### config.mk
export PLATFORM = sky130hd
export DESIGN_NAME = fetch_stage
export DESIGN_NICKNAME = d
export VERILOG_FILES = /design/src/rtl/fetch_stage_pkg.sv /design/src/rtl/fetch_stage_pc_next.sv /design/src/rtl/fetch_stage.sv
export SDC_FILE = /design/constraint.sdc
export NUM_CORES = 1
export LEC_CHECK = 0
export BUFFER_PORTS_ARGS = -buffer_cell sky130_fd_sc_hd__buf_2
export CAP_MARGIN = 10
export CORE_MARGIN = 2
export CORE_UTILIZATION = 40
export CTS_CLUSTER_DIAMETER = 200
export DETAILED_ROUTE_END_ITERATION = 10
export PLACE_DENSITY = 0.73
export SLEW_MARGIN = 30
export SYNTH_ARGS = -nofsm -noshare
export SYNTH_HDL_FRONTEND = slang
export SYNTH_SLANG_ARGS = --single-unit
export TNS_END_PERCENT = 1
### constraint.sdc
create_clock -name clk -period 3.35 [get_ports clk]
set_clock_uncertainty 0.05 [all_clocks]
set_input_delay 0.335 -clock clk [delete_from_list [all_inputs] [get_ports clk]]
set_output_delay 0.335 -clock clk [all_outputs]
set_load 0.01 [all_outputs]
### src/rtl/fetch_stage_pkg.sv
// fetch_stage_pkg: shared encodings and constants for the fetch stage
package fetch_stage_pkg;
  typedef enum logic [1:0] {
    PC_PLUS4  = 2'b00,
    PC_BRANCH = 2'b01,
    PC_JALR   = 2'b10,
    PC_RSVD   = 2'b11
  } pc_src_e;
  typedef enum logic [1:0] {
    S_FETCH = 2'b00,
    S_VALID = 2'b01,
    S_HALT  = 2'b10
  } state_e;
  localparam logic [31:0] NOP              = 32'h0000_0013;
  localparam logic [31:0] RESET_PC_DEFAULT = 32'h0000_0000;
endpackage

### src/rtl/fetch_stage_pc_next.sv
// pc_next: combinational next-PC mux and adders, all arithmetic modulo 2^32
module pc_next
  import fetch_stage_pkg::*;
(
  input  logic [31:0] pc,
  input  logic [31:0] immExt,
  input  logic [31:0] aluResult,
  input  logic [1:0]  pcSrc,
  output logic [31:0] pcPlus4,
  output logic [31:0] pcTarget,
  output logic [31:0] nextPc
);
  assign pcPlus4  = pc + 32'd4;
  assign pcTarget = pc + immExt;
  // reserved encoding falls back to sequential fetch
  always_comb
    nextPc = pcSrc == PC_BRANCH ? pcTarget :
             pcSrc == PC_JALR   ? (aluResult & ~32'h1) : pcPlus4;
endmodule

### src/rtl/fetch_stage.sv
// fetch_stage: FETCH/VALID/HALT instruction fetch with held instruction toward decode.
// Define MISALIGN_TRAP_EN to halt on a misaligned next PC instead of forcing alignment.
module fetch_stage
  import fetch_stage_pkg::*;
#(
  parameter logic [31:0] RESET_PC = RESET_PC_DEFAULT
) (
  input  logic        clk,
  input  logic        reset,
  input  logic [31:0] immExt,
  input  logic [1:0]  pcSrc,
  input  logic [31:0] aluResult,
  input  logic        stall,
  output logic        imemReq,
  output logic [31:0] imemAddr,
  input  logic [31:0] imemRdata,
  input  logic        imemAck,
  output logic [31:0] instr,
  output logic        instrValid,
  output logic [31:0] pc,
  output logic [31:0] pcPlus4,
  output logic [31:0] pcTarget,
  output logic        misaligned
);
  state_e      state_q;
  logic [31:0] pc_q, instr_q, next_pc, pc_d;
  pc_next u_pc_next (
    .pc        (pc_q),
    .immExt    (immExt),
    .aluResult (aluResult),
    .pcSrc     (pcSrc),
    .pcPlus4   (pcPlus4),
    .pcTarget  (pcTarget),
    .nextPc    (next_pc)
  );
`ifdef MISALIGN_TRAP_EN
  logic mis_q;
  assign pc_d       = next_pc;
  assign misaligned = mis_q;
  always_ff @(posedge clk)
    if (reset) begin
      state_q <= S_FETCH;
      pc_q    <= RESET_PC;
      instr_q <= NOP;
      mis_q   <= 1'b0;
    end else if (state_q == S_FETCH && imemAck) begin
      instr_q <= imemRdata;
      state_q <= S_VALID;
    end else if (state_q == S_VALID && !stall) begin
      // a misaligned target freezes the PC and parks the stage until reset
      if (pc_d[1:0] != 2'b00) begin
        mis_q   <= 1'b1;
        state_q <= S_HALT;
      end else begin
        pc_q    <= pc_d;
        state_q <= S_FETCH;
      end
    end
`else
  assign pc_d       = next_pc & ~32'h3;
  assign misaligned = 1'b0;
  always_ff @(posedge clk)
    if (reset) begin
      state_q <= S_FETCH;
      pc_q    <= RESET_PC;
      instr_q <= NOP;
    end else if (state_q == S_FETCH && imemAck) begin
      instr_q <= imemRdata;
      state_q <= S_VALID;
    end else if (state_q == S_VALID && !stall) begin
      pc_q    <= pc_d;
      state_q <= S_FETCH;
    end
`endif
  // request drops during reset so an in-flight fetch is abandoned
  assign imemReq    = state_q == S_FETCH && !reset;
  assign instrValid = state_q == S_VALID;
  assign imemAddr   = pc_q;
  assign pc         = pc_q;
  assign instr      = instr_q;
endmodule

==> flow_metrics.tcl <==
set metrics [dict create \
    synth-simple-area-share 0.2385 \
    root_buffer "clkbuf_16" \
    clk_pin_slew_ps 60 \
    fin_crit_ps 3281 \
    syn_area_per_cell_um2 7.426 \
    vdd_ir_drop_max_v 0.0001845 \
    synth_cells 758 \
    dp_hpwl_um 14720 \
    synth-compound-area-share 0.2423 \
    antenna_left 0 \
    maxSlewHeadroom 0.4881 \
    setup_violations 0 \
    cts_sinks 63 \
    num_rows 43 \
    grt_first_pass_wirelength_um 29090 \
    n_fill_cell 1365 \
    globalRoute.totalOverflow 0 \
    io_pins 265 \
    tritoncts "built" \
    drt_drc_violations_left 0 \
    crit_arrival_ps 2900 \
    grtUsageTotal 0.2462 \
    die_x_um 122.6 \
    layout_commonest_cell "buf_2" \
    wirelength_um 19660 \
    layout_common_cells "buf_2, nand2_1, nor2_1" \
    grt_pass1_vias 5783 \
    vias 6436 \
    regArea_um2 1262 \
    synth-seq-cells 63 \
    cap_violations 0 \
    cp.required_ps 2960 \
    end_kind "primary output" \
    instances_no_fill 1177 \
    port_buffers 251 \
    cts_buffer_depth 2 \
    diodes 0 \
    fmax_mhz 304.8 \
    grt_max_degree 46 \
    synth_seq_area_share 0.2240 \
    yosys_warnings 0 \
    synthXorXnorAreaFrac 0.07780 \
    die-area_um2 15040 \
    drive_gt1_frac 0.3631 \
    core_area_um2 13830 \
    start_kind "flop" \
    synth_top_family_by_area "compound AO/OA/AOI/OAI gates" \
    worst-setup-path-type "reg2out" \
    final_nets 1125 \
    initial_utilization 0.4071 \
    place_inst 1153 \
    p_per_area_nw_per_um2 363.0 \
    synth_ff_type "dfxtp_1" \
    crit_fanout 6 \
    worst_pin_slew_ps 765.0 \
    cts_buffers 9 \
    synthMuxAreaShare 0.05223 \
    syn_area_um2 5629 \
    placed_cell_area_um2 6968 \
    stdcell_area_um2 7453 \
    synthAdderAreaFrac 0.07024 \
    multiInputGateArea_um2 3983 \
    h-tree-depth 3 \
    final.period_utilization 0.9793 \
    rsz0062_at_grt "yes" \
    slew_viol_final 0 \
    grt_antenna_before_repair 0 \
    synth_edf_count 0 \
    dieHeight_um 122.6 \
    avgRoutedWirePerCell_um 16.71 \
    final_util 0.5390 \
    power.leakage_nw 3.635 \
    hold_class "in2reg" \
    drt-vias-per-instance 5.468 \
    ys_async_sr_fraction 0 \
    gp_congestion 0.9324 \
    drt_iter0_drc 421 \
    area_delta_synth_final_pct 32.41 \
    hold_viol 0 \
    status "finished, final reports clean" \
    setup_tns_ps 0 \
    drt_first_pass_iters 5 \
    ys_types 68 \
    holdBufCountCts 0 \
    clk_latency_ps 340 \
]
-- cell type report --
type	instances	share of cell area
inverter	20	0.01007
multi-input combinational	601	0.5343
tap	180	0.03022
sequential	63	0.1694
timing repair buffer	297	0.2149
clock buffer	10	0.03206
clock inverter	6	0.009065
-- metrics by stage --
stage          total power (W)  hold slack (ps)  worst slack (ps)
2_1_floorplan         0.001405            395.2             304.8
3_3_place_gp          0.001704            389.1             117.4
3_5_place_dp          0.001711            393.7             67.71
4_1_cts               0.002701            148.5            -16.35
5_1_grt               0.002846            161.1            -52.03
6_report              0.002706            158.8             69.36
-- cells by family after synthesis --
kind of cell,count (synthesis)
DFF,63
adders and majority gates,31
and+or+nand+nor,286
other,1
buffers and inverters,100
muxes,28
AOI/OAI and AO/OA,199
xor gates and xnor gates,50
-- synth_stat cells (all sizes together) (5+ instances only) --
cell / number / area, um^2
clkbuf: 33 / 123.9
a221o: 6 / 60.06
o21ai: 32 / 171.4
a211oi: 16 / 130.1
mux2: 11 / 123.9
xnor2: 40 / 350.3
inv: 20 / 75.07
xor2: 10 / 87.58
buf: 47 / 331.6
o211ai: 12 / 90.09
o21a: 9 / 67.56
nor3: 26 / 130.1
nand4: 10 / 68.81
nand3: 25 / 125.1
mux2i: 17 / 170.2
or3: 7 / 43.79
and2: 7 / 43.79
nand2b: 9 / 56.30
dfxtp: 63 / 1261
nor2b: 5 / 31.28
ha: 30 / 375.4
and3: 11 / 68.82
a31oi: 6 / 52.55
nor2: 69 / 259.0
nand2: 103 / 386.6
a21oi: 66 / 334.1
a21o: 14 / 105.1
-- path summary, 6_finish.rpt --
path / startpoint / cells past startpoint / slack [ps] / endpoint
min reg2reg: instr[11]$_SDFFE_PP0P_ / 2 / 400 / instr[11]$_SDFFE_PP0P_
min: imemRdata[0] / 3 / 160 / instr[0]$_SDFFE_PP1P_
max: imemAddr[14]$_SDFFE_PP0P_ / 9 / 70 / pcTarget[30]
max reg2reg: imemAddr[2]$_SDFFE_PP0P_ / 12 / 430 / imemAddr[22]$_SDFFE_PP0P_
-- power by group --
part	leakage [nW]	switching (W)	internal [W]
sequential	0.517	0.0000338	0.000795
clock	0.145	0.000375	0.000600
combinational	2.97	0.000519	0.000382
total	3.64	0.000928	0.00178
-- layer usage --
| metal | vias up | GRT usage | wire, um |
|---|---|---|---|
| li1 | 3132 | - | - |
| met1 | 2965 | 0.3065 | 8320 |
| met2 | 287 | 0.4149 | 9405 |
| met3 | 52 | 0.03485 | 1197 |
| met4 | 0 | 0.1228 | 741 |
| met5 | - | 0 | 0 |
-- worst max-delay path, cell delays in order (launching register included) --
cell	delay, ps
dfxtp_1	380
ha_1	300
a21oi_2	150
nor2b_1	90
or4_4	440
a31oi_4	230
a21oi_1	160
or4_1	520
and2_1	180
buf_2	130
-- timing repair --
action,in CTS,in global routing
pin swaps,4,9
setup endpoints to repair,5,11
buffers inserted,2,6
resized for setup,11,14
-- state kept, by name (all words and copies together), names as in the netlist --
register  cells
instr        32
state_q       1
imemAddr     30
Power figures use the tool's default switching activity.
